File: src/rtl/step_clk_pkg.sv
// ---------------------------------------------------------------------------
// step_clk_pkg
// Shared definitions for the alien-march step clock generator:
//   - FSM state encoding (3 bits, IDLE=0 .. ARM_SLOW=4)
//   - default half-period counts for a 50 MHz system clock
//   - default alien-count threshold for switching to the fast clock
//   - divider slot indices used by the top-level generate loop
// ---------------------------------------------------------------------------
package step_clk_pkg;

    typedef enum logic [2:0] {
        IDLE     = 3'd0,
        RUN_SLOW = 3'd1,
        ARM_FAST = 3'd2,
        RUN_FAST = 3'd3,
        ARM_SLOW = 3'd4
    } state_t;

    localparam int DEF_SLOW_HALF   = 25000000;  // 1 Hz at 50 MHz
    localparam int DEF_FAST_HALF   = 6250000;   // 4 Hz at 50 MHz
    localparam int DEF_CNT_W       = 25;
    localparam int DEF_ALIEN_W     = 6;
    localparam int DEF_FAST_THRESH = 8;

    // Divider slots inside the top-level generate loop
    localparam int SLOW_IDX = 0;
    localparam int FAST_IDX = 1;

endpackage

File: src/rtl/clk_half_div.sv
// ---------------------------------------------------------------------------
// clk_half_div
// Half-period clock divider: a CNT_W-bit up-counter that wraps at HALF-1 and
// toggles DIV_OUT on the wrap, giving a 50% duty clock of period 2*HALF.
// While EN is low the counter and output are held at 0.
//
// Optional macro: STEP_TICK_EN adds the RISE output.
//
// Ports:
//   CLK     in   system clock
//   RST_N   in   asynchronous active-low reset
//   EN      in   divider enable; low clears counter and output
//   DIV_OUT out  registered divided clock
//   WRAP    out  high when DIV_OUT toggles on the coming edge
//   RISE    out  (STEP_TICK_EN only) registered pulse, high in the first
//                cycle DIV_OUT is high
// ---------------------------------------------------------------------------
module clk_half_div #(
    parameter int HALF  = 2,
    parameter int CNT_W = 25
) (
    input  logic CLK,
    input  logic RST_N,
    input  logic EN,
    output logic DIV_OUT,
    output logic WRAP
`ifdef STEP_TICK_EN
    ,
    output logic RISE
`endif
);

    generate
        if (HALF < 1) begin : g_bad_half
            $error("clk_half_div: HALF must be at least 1");
        end
        if (HALF > (1 << CNT_W)) begin : g_bad_width
            $error("clk_half_div: CNT_W too narrow to hold HALF-1");
        end
    endgenerate

    localparam logic [CNT_W-1:0] LAST = CNT_W'(HALF - 1);

    logic [CNT_W-1:0] cnt_reg;
    logic             out_reg;

    assign WRAP    = EN && (cnt_reg == LAST);
    assign DIV_OUT = out_reg;

    always_ff @(posedge CLK or negedge RST_N) begin
        if (!RST_N) begin
            cnt_reg <= '0;
            out_reg <= 1'b0;
        end else if (!EN) begin
            cnt_reg <= '0;
            out_reg <= 1'b0;
        end else if (WRAP) begin
            cnt_reg <= '0;
            out_reg <= ~out_reg;
        end else begin
            cnt_reg <= cnt_reg + CNT_W'(1);
        end
    end

`ifdef STEP_TICK_EN
    logic rise_reg;

    // Set on the same edge DIV_OUT goes high, so it lines up with DIV_OUT.
    always_ff @(posedge CLK or negedge RST_N) begin
        if (!RST_N) begin
            rise_reg <= 1'b0;
        end else begin
            rise_reg <= WRAP && !out_reg;
        end
    end

    assign RISE = rise_reg;
`endif

endmodule

File: src/rtl/step_clk_gen.sv
// ---------------------------------------------------------------------------
// step_clk_gen
// Generates the slow and fast alien-march step clocks plus the select line
// for the downstream clock mux. SEL only changes on an edge where both step
// clocks are low before the edge and neither toggles on it, so the muxed
// clock never glitches.
//
// Optional macro: STEP_TICK_EN adds STEP_TICK, a one-cycle clock-enable
// pulse one cycle after the selected step clock rises.
//
// Ports:
//   CLK          in   system clock
//   RST_N        in   asynchronous active-low reset
//   RUN          in   game running; low freezes both dividers, outputs low
//   ALIENS_LEFT  in   live alien count
//   SLOW_CLK     out  slow step clock (mux IN1)
//   FAST_CLK     out  fast step clock (mux IN2)
//   SEL          out  mux select, 0 = slow, 1 = fast
//   SEL_PENDING  out  high while a requested switch waits for a safe edge
//   STEP_TICK    out  (STEP_TICK_EN only) clock-enable pulse
// ---------------------------------------------------------------------------
module step_clk_gen
    import step_clk_pkg::*;
#(
    parameter int SLOW_HALF   = DEF_SLOW_HALF,
    parameter int FAST_HALF   = DEF_FAST_HALF,
    parameter int CNT_W       = DEF_CNT_W,
    parameter int ALIEN_W     = DEF_ALIEN_W,
    parameter int FAST_THRESH = DEF_FAST_THRESH
) (
    input  logic               CLK,
    input  logic               RST_N,
    input  logic               RUN,
    input  logic [ALIEN_W-1:0] ALIENS_LEFT,
    output logic               SLOW_CLK,
    output logic               FAST_CLK,
    output logic               SEL,
    output logic               SEL_PENDING
`ifdef STEP_TICK_EN
    ,
    output logic               STEP_TICK
`endif
);

    localparam logic [31:0] THRESH_U = 32'(FAST_THRESH);

    state_t     state_reg;
    state_t     state_next;
    logic       sel_reg;
    logic       sel_next;
    logic       want_fast_reg;
    logic       div_en;
    logic       safe;
    logic [1:0] div_out;
    logic [1:0] div_wrap;
`ifdef STEP_TICK_EN
    logic [1:0] div_rise;
`endif

    // Dividers only run once the FSM has left IDLE, so the first toggle lands
    // HALF cycles after the first edge that samples RUN high.
    assign div_en = RUN && (state_reg != IDLE);

    genvar gi;
    generate
        for (gi = 0; gi < 2; gi++) begin : g_div
            clk_half_div #(
                .HALF  ((gi == SLOW_IDX) ? SLOW_HALF : FAST_HALF),
                .CNT_W (CNT_W)
            ) u_div (
                .CLK     (CLK),
                .RST_N   (RST_N),
                .EN      (div_en),
                .DIV_OUT (div_out[gi]),
                .WRAP    (div_wrap[gi])
`ifdef STEP_TICK_EN
                ,
                .RISE    (div_rise[gi])
`endif
            );
        end
    endgenerate

    // Unsigned threshold compare, registered once before the FSM uses it.
    always_ff @(posedge CLK or negedge RST_N) begin
        if (!RST_N) begin
            want_fast_reg <= 1'b0;
        end else begin
            want_fast_reg <= (32'(ALIENS_LEFT) <= THRESH_U);
        end
    end

    // Both clocks low and neither about to toggle on this edge.
    assign safe = !div_out[SLOW_IDX] && !div_out[FAST_IDX] &&
                  !div_wrap[SLOW_IDX] && !div_wrap[FAST_IDX];

    // State register (SEL is registered alongside the state it belongs to)
    always_ff @(posedge CLK or negedge RST_N) begin
        if (!RST_N) begin
            state_reg <= IDLE;
            sel_reg   <= 1'b0;
        end else begin
            state_reg <= state_next;
            sel_reg   <= sel_next;
        end
    end

    // Next-state logic
    always_comb begin
        state_next = state_reg;
        sel_next   = sel_reg;
        if (!RUN) begin
            state_next = IDLE;
        end else begin
            case (state_reg)
                IDLE: begin
                    // Clocks are held low in IDLE, so SEL may change freely.
                    state_next = want_fast_reg ? RUN_FAST : RUN_SLOW;
                    sel_next   = want_fast_reg;
                end
                RUN_SLOW: begin
                    if (want_fast_reg) state_next = ARM_FAST;
                end
                ARM_FAST: begin
                    // A cancelled request wins over a coincident safe edge.
                    if (!want_fast_reg) begin
                        state_next = RUN_SLOW;
                    end else if (safe) begin
                        state_next = RUN_FAST;
                        sel_next   = 1'b1;
                    end
                end
                RUN_FAST: begin
                    if (!want_fast_reg) state_next = ARM_SLOW;
                end
                ARM_SLOW: begin
                    if (want_fast_reg) begin
                        state_next = RUN_FAST;
                    end else if (safe) begin
                        state_next = RUN_SLOW;
                        sel_next   = 1'b0;
                    end
                end
                default: state_next = IDLE;
            endcase
        end
    end

    // Output decode
    always_comb begin
        SLOW_CLK    = div_out[SLOW_IDX];
        FAST_CLK    = div_out[FAST_IDX];
        SEL         = sel_reg;
        SEL_PENDING = (state_reg == ARM_FAST) || (state_reg == ARM_SLOW);
    end

`ifdef STEP_TICK_EN
    logic step_tick_reg;

    always_ff @(posedge CLK or negedge RST_N) begin
        if (!RST_N) begin
            step_tick_reg <= 1'b0;
        end else begin
            step_tick_reg <= RUN && (sel_next == sel_reg) &&
                             (sel_reg ? div_rise[FAST_IDX] : div_rise[SLOW_IDX]);
        end
    end

    assign STEP_TICK = step_tick_reg;
`endif

endmodule

File: config.mk
export PLATFORM = sky130hd
export DESIGN_NAME = step_clk_gen
export DESIGN_NICKNAME = d
export VERILOG_FILES = /design/src/rtl/step_clk_pkg.sv /design/src/rtl/clk_half_div.sv /design/src/rtl/step_clk_gen.sv
export SDC_FILE = /design/constraint.sdc
export NUM_CORES = 1
export LEC_CHECK = 0
export ABC_AREA = 1
export CORE_ASPECT_RATIO = 0.75
export CORE_UTILIZATION = 40
export DETAILED_ROUTE_END_ITERATION = 6
export PLACE_DENSITY_LB_ADDON = 0.08
export SKIP_LAST_GASP = 1
export SYNTH_ARGS = -nofsm -noshare
export SYNTH_HDL_FRONTEND = slang
export SYNTH_SLANG_ARGS = --single-unit
File: constraint.sdc
create_clock -name CLK -period 4.5 [get_ports CLK]
set_clock_uncertainty 0.1 [all_clocks]
set_input_delay 0.675 -clock CLK [delete_from_list [all_inputs] [get_ports CLK]]
set_output_delay 0.675 -clock CLK [all_outputs]
set_load 0.005 [all_outputs]
* Word level (Yosys, flattened, before mapping)
Cells that the tools add are included.
Word-level totals: output and inout port bits 4, bits in registers 57, input port bits 9
Cells by class: mux-type cells 22, reduce and logical (&&, ||, !) cells 16, equal/unequal tests 16, add/sub/neg operators 2, bitwise gates (word level) 2, magnitude comparators 1
Operators by type and width (number):
- $mux W25 | 4
- $add A25 B1 Y25 const B | 2
- $eq A25 B23 Y1 const B | 1
- $eq A25 B25 Y1 const B | 1
- $mux W3 | 7
- $pmux W3 S5 | 1
- $ne A2 B2 Y1 const B | 5
- $mux W1 | 8
- $ne A4 B4 Y1 const B | 2
- $eq A3 B2 Y1 const B | 2
- $le A6 B4 Y1 const B | 1
- $logic_and A1 B1 Y1 | 6
- $ne A3 B3 Y1 const B | 2
- $reduce_and A6 Y1 | 1
- $reduce_bool A3 Y1 | 2
- $logic_not A1 Y1 | 4
- $reduce_and A4 Y1 | 1
- $eq A3 B1 Y1 const B | 1
- $eq A3 B3 Y1 const B | 1
- $logic_not A3 Y1 | 1
- $pmux W1 S3 | 1
- $mux W2 | 1
- $ne A2 B1 Y1 const B | 1
- $not A1 Y1 | 2
- $logic_or A1 B1 Y1 | 1

* Longest topological paths before layout
Gate-level depths: netlist of run 1.
depth after elaboration 10, gate-level depth with buffers 13, depth with buffers taken out 13

* Hierarchy
Synthesis of run 1 repeated with hierarchy kept, for this count alone.
Unflattened totals: cells, all modules 504, area total of the unflattened synthesis 3626.0 um^2
Modules (own cells, without submodules):
- clk_half_div (g_div[0].u_div) | instances 1, area an instance 1677.9 um^2, cells an instance 224, sequential area each 650.6 um^2
- clk_half_div (g_div[1].u_div) | instances 1, area an instance 1605.3 um^2, cells an instance 229, sequential area each 650.6 um^2
- step_clk_gen | instances 1, area an instance 342.8 um^2, cells an instance 51, sequential area each 125.1 um^2

* Worst setup path before layout of run 1
No wires, ideal clock.
path type reg2reg, start point register g_div[0].u_div.cnt_reg[0], end point register state_reg[0], slack 2786 ps, path buffers 0, cell stages (with the launch flop) 13, arrival 1497 ps, data required time 4283 ps, cell sequence dfrtp_1 -> ha_1 -> nand2_2 -> nor2_4 -> nand3_1 -> nor2_1 -> nand3_1 -> nand3_2 -> nand2_1 -> nand2_1 -> nand2_2 -> nand3_1 -> nand2_1
Between the ends: cells in the longest elaborated chain, start to end 7, elaborated cells between the ends (all ways) 8, classes of those cells eq/ne (3); reduce/logical (5)
RTL lines:
- start: declaration | line clk_half_div.sv:44 | logic [CNT_W-1:0] cnt_reg;
- start signal: assignment | line clk_half_div.sv:61 | cnt_reg <= cnt_reg + CNT_W'(1);
- $eq A25 B25 Y1 (*) | line clk_half_div.sv:47 | assign WRAP = EN && (cnt_reg == LAST);
- $logic_and A1 B1 Y1 (*) | line clk_half_div.sv:47
- $logic_not A1 Y1 (*) | line step_clk_gen.sv:95 | !div_wrap[SLOW_IDX] && !div_wrap[FAST_IDX];
- $logic_and A1 B1 Y1 (*) | line step_clk_gen.sv:94 | assign safe = !div_out[SLOW_IDX] && !div_out[FAST_IDX] &&
- $logic_and A1 B1 Y1 (*) | line step_clk_gen.sv:95
- $ne A4 B4 Y1 (no line)
- $reduce_and A4 Y1 (no line) (*)
- end signal: assignment | line step_clk_gen.sv:103 | state_reg <= state_next;
- end: declaration | line step_clk_gen.sv:47 | state_t state_reg;
Mark *: on every way between the ends. The rest lies on a longest branch, timed or not. A chain may end at the register's enable or synchronous reset.

* Worst setup path in the final report of run 1
start point input RUN, end point register g_div[0].u_div.cnt_reg[22]
Between the ends: cells in the longest elaborated chain, start to end 4
RTL lines:
- start: declaration | line step_clk_gen.sv:33 | input logic RUN,
- $logic_and A1 B1 Y1 (*) | line step_clk_gen.sv:62 | assign div_en = RUN && (state_reg != IDLE);
- $logic_and A1 B1 Y1 | line clk_half_div.sv:47
- $mux W25 | line clk_half_div.sv:57 | end else if (WRAP) begin
- $mux W25 (*) | line clk_half_div.sv:54 | end else if (!EN) begin
Marks and branches as above.

==> results of run 1 <==
==> power groups by stage <==
| stage | Clock [µW] | Sequential, µW | Combinational [µW] |
|---|---|---|---|
| 2_1_floorplan | 0 | 564 | 127 |
| 3_3_place_gp | 0 | 569 | 193 |
| 3_5_place_dp | 0 | 569 | 199 |
| 4_1_cts | 452 | 561 | 199 |
| 5_1_grt | 471 | 563 | 227 |
| 6_report | 434 | 560 | 197 |
==> path summary, 6_finish.rpt <==
| path | endpoint | slack [ns] | cells past startpoint |
|---|---|---|---|
| setup / recovery | g_div[0].u_div.cnt_reg[22]$_DFF_PN0_ | 1.83 | 7 |
| hold / removal | g_div[0].u_div.cnt_reg[13]$_DFF_PN0_ | 0.16 | 1 |
| setup reg to reg | g_div[0].u_div.cnt_reg[22]$_DFF_PN0_ | 2.14 | 8 |
| hold reg to reg | g_div[1].u_div.cnt_reg[0]$_DFF_PN0_ | 0.37 | 1 |
| max in group asynchronous | g_div[1].u_div.cnt_reg[24]$_DFF_PN0_ | 3.25 | 2 |
| min in group CLK | g_div[1].u_div.cnt_reg[0]$_DFF_PN0_ | 0.37 | 1 |
==> per-layer routing <==
layer,part of all wire,GRT usage,up-vias
met2,0.37,0.268,62
met3,0.049,0.0511,7
li1,-,-,1437
met5,0,0,-
met1,0.57,0.309,1277
met4,0.0085,0.0542,0
==> cells by family (layout without fill, tap and decap cells) <==
logic type | count (synthesis) | in the layout | synth area share
fa+ha+maj | 2 | 2 | 0.00766
buf+inv | 68 | 94 | 0.0789
flops | 57 | 57 | 0.436
simple gates | 243 | 243 | 0.363
compound gates | 53 | 53 | 0.0923
xor+xnor | 8 | 8 | 0.0214
==> cells in the mapped netlist (all sizes together) (2+ instances only) <==
cell    n  area, µm²
nand2  86        338
nor2   83        383
inv    65        244
dfrtp  57       1430
nand3  31        178
a21oi  25        140
nor3   25        140
o21ai  20        100
nand4  12       81.3
xor2    8       70.1
nor4    3       40.0
a31oi   2       12.5
buf     2       10.0
ha      2       25.0
nor3b   2       20.0
==> stage by stage <==
step	hold WS [ns]	instance area [µm²]	utilization
floorplan	0.279	3270	-
global placement	0.360	3510	0.443
detailed placement	0.368	3510	0.443
CTS	0.156	3680	0.465
global route	0.171	3680	0.465
finish	0.155	3680	0.465
==> worst max-delay path, cell delays in order <==
cell,delay (ns)
clkdlybuf4s50_1,0.47
inv_1,0.10
a21oi_4,0.19
inv_2,0.16
nor2_1,0.70
inv_2,0.26
nor3_1,0.25
==> layout make-up <==
class                      instances  area, µm²  area share
tap                              105        131      0.0357
clock buffer                      13        159      0.0432
multi-input combinational        306       1580       0.430
clock inverter                     3       15.0     0.00408
sequential                        57       1430       0.387
timing repair buffer              13        123      0.0333
inverter                          65        244      0.0663
==> flow_summary_export.csv, run 1 <==
group,metric,value,unit
status,status,"completed",
route,drt-pass1-iter-count,4,
route,drc,0,
final_layout,final_nets,463,
timing,fin_tns_setup,0,ns
worst_hold_path,min_path_type,"primary input to async pin",
placed_design,dp_hpwl,5610,µm
final_layout,synthToLayoutAreaGrowth,12.7,%
clock_tree,tritoncts,"yes",
final_layout,final_common_cell,"nand2_1",
global_route,grt_pass1_wl,13000,µm
global_route,antenna_found_initial,0,
setup_path,worstPathRequired,4.65,ns
final_layout,fillCellCount,868,
placed_design,gp_congestion,0.832,
floorplanning,rows,28,
clock_tree,cts_num_sinks,57,
setup_path,cp-start-kind,"primary input",
power,peakVddDrop,0.194,mV
clock_tree,postCtsHoldBufs,0,
setup_path,cp-end-kind,"register",
synthesis,ys_seq_elements,57,
synthesis,synth-edff-count,0,
timing,maxSlewViolCount,0,
power,p_comb_frac,0.165,
synthesis,synth-async-reset-ratio,1.00,
clock_tree,cts-root-buf,"clkbuf_8",
route,wl,7650,µm
setup_path,critPathLaunch,"RUN",
route,num_vias,2783,
timing,layout_setup_ws,1.83,ns
global_route,grt-ovfl-total,0,
clock_tree,cts_made_buffers,9,
setup_path,reg2reg_from,"g_div[0].u_div.cnt_reg[0]$_DFF_PN0_",
power,total_power,1190,µW
synthesis,ys_seq_area_frac,0.436,
job,max_cap_violations,0,
route,viasPerCell,4.95,
synthesis,syn_inst,431,
placed_design,io_buffer_count,12,
synthesis,synth.avg_cell_area,7.58,µm²
final_layout,layout_common_cells,"nand2_1 (80), nor2_1 (70), inv_1 (61), dfrtp_1 (57), nand3_1 (28)",
clock_tree,cts_resized,0,
global_route,grt_pass1_vias,2636,
global_route,grt_max_degree,42,
power,p_int,835,µW
power,clockPowerShare,0.365,
clock_tree,path_clk_slew,0.07,ns
synthesis,syn-cell-area,3270,µm²
setup_path,critPathKind,"primary input to register",
floorplanning,start_util,0.413,
floorplanning,coreArea,7920,µm²
timing,worst_slew_pin_slew,0.857,ns
synthesis,syn_nets,442,
timing,final.period_utilization,0.594,
timing,max_freq,374,MHz
route,wl_per_cell,13.6,µm
global_route,grt_use_total,0.200,
synthesis,ys_warn_count,0,
route,dr.first_iter.drc_count,160,
floorplanning,ios,13,
final_layout,finalNonFillerCells,562,
power,seq_power_share,0.470,
timing,setup_violations,0,
floorplanning,die_h,80.3,µm
floorplanning,die_area,8540,µm²
final_layout,antenna_cells,0,
final_layout,largest_reg_flops,50,
clock_tree,h-tree-depth,3,
setup_path,worstPathArrival,2.82,ns
timing,slew_headroom,0.426,
timing,hold_violations,0,
power,power.density,324,nW/µm²
synthesis,ys.flop_type,"dfrtp_1",
final_layout,final_layout_size_suffix_gt1_frac,0.114,
clock_tree,clock_latency,0.34,ns
route,ant_nets,0,
placed_design,dp_slack,1.40,ns
synthesis,ys_types,38,
setup_path,cp_max_fo,13,
clock_tree,cts_buffer_depth,2,
timing,rsz0062_at_grt,"no",
power,net-switching-power,357,µW
power,p_sw_frac,0.299,
clock_tree,postCtsSetupBuffers,0,
power,power.leakage,0.00154,µW
floorplanning,die_width,106,µm
placed_design,dp.cells,546,
timing,min_period,2.67,ns
Note: power is estimated with default switching activity, not from simulation.
==> run 2: changes to the inputs <==
==> constraint.sdc (replaced) <==
create_clock -name CLK -period 2.4 [get_ports CLK]
set_clock_uncertainty 0.1 [all_clocks]
set_input_delay 0.36 -clock CLK [delete_from_list [all_inputs] [get_ports CLK]]
set_output_delay 0.36 -clock CLK [all_outputs]
set_load 0.005 [all_outputs]
==> run 2 against run 1 <==
  * Critical path depth down 3
  * Largest cell class unchanged
  * Critical path type is now register to output port
  * Sequential power grew 88%
  * First-iteration DRC count fell by 3.1%
  * Clock power is 110% higher
  * Design area grew 2.3%
  * Worst setup slack got worse by 1.7 ns
  * Power is 98% higher
  * Register-to-register slack got worse by 1.8 ns
  * Sequential cell count did not move
  * Global-route usage grew 0.28 points
==> flow_summary_export.csv, run 2 (same netlist as run 1, synthesis figures left out) <==
group,metric,value,unit
clock_tree,tritoncts,"yes",
final_layout,fillCellCount,820,
setup_path,worstPathArrival,1.81,ns
setup_path,critPathLaunch,"state_reg[0]$_DFFE_PN0P_",
floorplanning,die_width,106,µm
timing,slew_headroom,0.683,
power,seq_power_share,0.445,
global_route,grt_use_total,0.203,
route,wl,7610,µm
setup_path,reg2reg_depth,10,
placed_design,dp.cells,553,
power,clockPowerShare,0.386,
power,p_comb_frac,0.169,
final_layout,synthToLayoutAreaGrowth,15.2,%
placed_design,gp_congestion,0.849,
floorplanning,start_util,0.413,
final_layout,final_layout_size_suffix_gt1_frac,0.131,
timing,hold_violations,0,
setup_path,timing.critical_path.to,"SEL_PENDING",
route,ant_nets,0,
final_layout,largest_reg_flops,50,
setup_path,r2r_end,"g_div[0].u_div.cnt_reg[22]$_DFF_PN0_",
power,power.leakage,0.00159,µW
floorplanning,ios,13,
timing,maxSlewViolCount,0,
route,num_vias,2806,
clock_tree,cts_num_sinks,57,
power,p_sw_frac,0.295,
timing,max_freq,440,MHz
job,max_cap_violations,0,
setup_path,worstPathRequired,1.94,ns
timing,fin_tns_setup,0,ns
global_route,grt_max_degree,30,
global_route,antenna_found_initial,0,
power,power.density,627,nW/µm²
setup_path,cp-start-kind,"register",
floorplanning,coreArea,7920,µm²
route,drt-pass1-iter-count,4,
clock_tree,cts-root-buf,"clkbuf_8",
setup_path,cp_slowest_stage_delay,0.50,ns
final_layout,antenna_cells,0,
setup_path,cp_slowest_cell,"clkdlybuf4s50_1",
floorplanning,rows,28,
power,net-switching-power,697,µW
floorplanning,die_h,80.3,µm
worst_hold_path,min_path_type,"register to register",
setup_path,path_cells,"nor2_1 -> nand2_1 -> nand2_1 -> clkdlybuf4s50_1",
final_layout,finalNonFillerCells,570,
clock_tree,cts_buffer_depth,2,
power,p_int,1660,µW
floorplanning,die_area,8540,µm²
setup_path,r2r_slack,0.38,ns
setup_path,cp_max_fo,5,
global_route,grt-ovfl-total,0,
timing,worst_slew_pin_slew,0.474,ns
clock_tree,postCtsSetupBuffers,0,
clock_tree,cts_made_buffers,9,
global_route,grt_pass1_wl,13000,µm
route,drc,0,
timing,setup_violations,0,
final_layout,final_common_cell,"nand2_1",
route,viasPerCell,4.92,
setup_path,crit_path_frequent_cell,"nand2_1",
setup_path,reg2reg_from,"g_div[0].u_div.cnt_reg[0]$_DFF_PN0_",
power,peakVddDrop,0.382,mV
placed_design,io_buffer_count,12,
route,dr.first_iter.drc_count,155,
placed_design,dp_hpwl,5730,µm
global_route,grt_pass1_vias,2618,
setup_path,cp-end-kind,"output port",
clock_tree,clock_latency,0.35,ns
clock_tree,h-tree-depth,3,
final_layout,layout_common_cells,"nand2_1 (80), nor2_1 (70), inv_1 (61), dfrtp_1 (57), nand3_1 (28)",
route,wl_per_cell,13.4,µm
timing,rsz0062_at_grt,"no",
status,status,"completed",
timing,final.period_utilization,0.947,
clock_tree,path_clk_slew,0.06,ns
final_layout,final_nets,471,
timing,min_period,2.27,ns
setup_path,critPathKind,"register to output port",
[run 2: per-layer routing]
metal  part of all wire  vias to the layer above  global-route usage
met2               0.38                       57               0.275
met4             0.0085                        0              0.0417
met1               0.56                     1284               0.305
met5                  0                        -                   0
met3              0.059                        6              0.0682
li1                   -                     1459                   -
[run 2: stage by stage]
stage / utilization / total power [µW] / hold WS (ns) / setup slack (ns) / cell area [µm²]
final: 0.476 / 2360 / 0.389 / 0.126 / 3770
after global routing: 0.476 / 2500 / 0.407 / 0.000326 / 3770
after CTS: 0.476 / 2400 / 0.395 / 0.103 / 3770
after detailed placement: 0.450 / 1470 / 0.312 / 0.174 / 3560
after global placement: 0.450 / 1470 / 0.312 / 0.207 / 3560
after floorplan: - / 1300 / -0.0356 / 0.686 / 3270
[run 2: final cells by class]
type	instances	area, µm²	area share
Inverter	65	244	0.0648
Sequential cell	57	1430	0.379
Tap cell	105	131	0.0349
Clock buffer	10	138	0.0365
Clock inverter	6	57.6	0.0153
Multi-Input combinational cell	306	1580	0.421
Timing Repair Buffer	21	185	0.0492
[run 2: critical path: cells and delay by family (launching register included)]
family	cells	cell delay, ns
buffers and inverters	1	0.50
and+or+nand+nor	3	0.54
DFF	1	0.42
[run 2: how the worst min path moves through the flow]
stage / startpoint / to / slack, ns / cells past startpoint
floorplan: RST_N / SEL$_DFFE_PN0P_ / -0.04 / 0
global placement: RST_N / g_div[0].u_div.cnt_reg[14]$_DFF_PN0_ / 0.31 / 2
detailed placement: RST_N / g_div[0].u_div.cnt_reg[14]$_DFF_PN0_ / 0.31 / 2
CTS: g_div[1].u_div.cnt_reg[0]$_DFF_PN0_ / g_div[1].u_div.cnt_reg[0]$_DFF_PN0_ / 0.39 / 1
global route: g_div[1].u_div.cnt_reg[2]$_DFF_PN0_ / g_div[1].u_div.cnt_reg[2]$_DFF_PN0_ / 0.41 / 1
finish: g_div[1].u_div.cnt_reg[0]$_DFF_PN0_ / g_div[1].u_div.cnt_reg[0]$_DFF_PN0_ / 0.39 / 1
[run 2: timing repair]
action                    in CTS  in global routing
hold buffers                   1                  0
hold endpoints to repair      57                  0
gates resized for setup        0                  0
[run 2: power by group through the flow]
stage / Combinational [µW] / Sequential, µW / Clock (µW)
detailed placement: 402 / 1070 / 0
finish: 399 / 1050 / 912
CTS: 406 / 1050 / 943
floorplan: 238 / 1060 / 0
global placement: 399 / 1070 / 0
global route: 457 / 1060 / 990
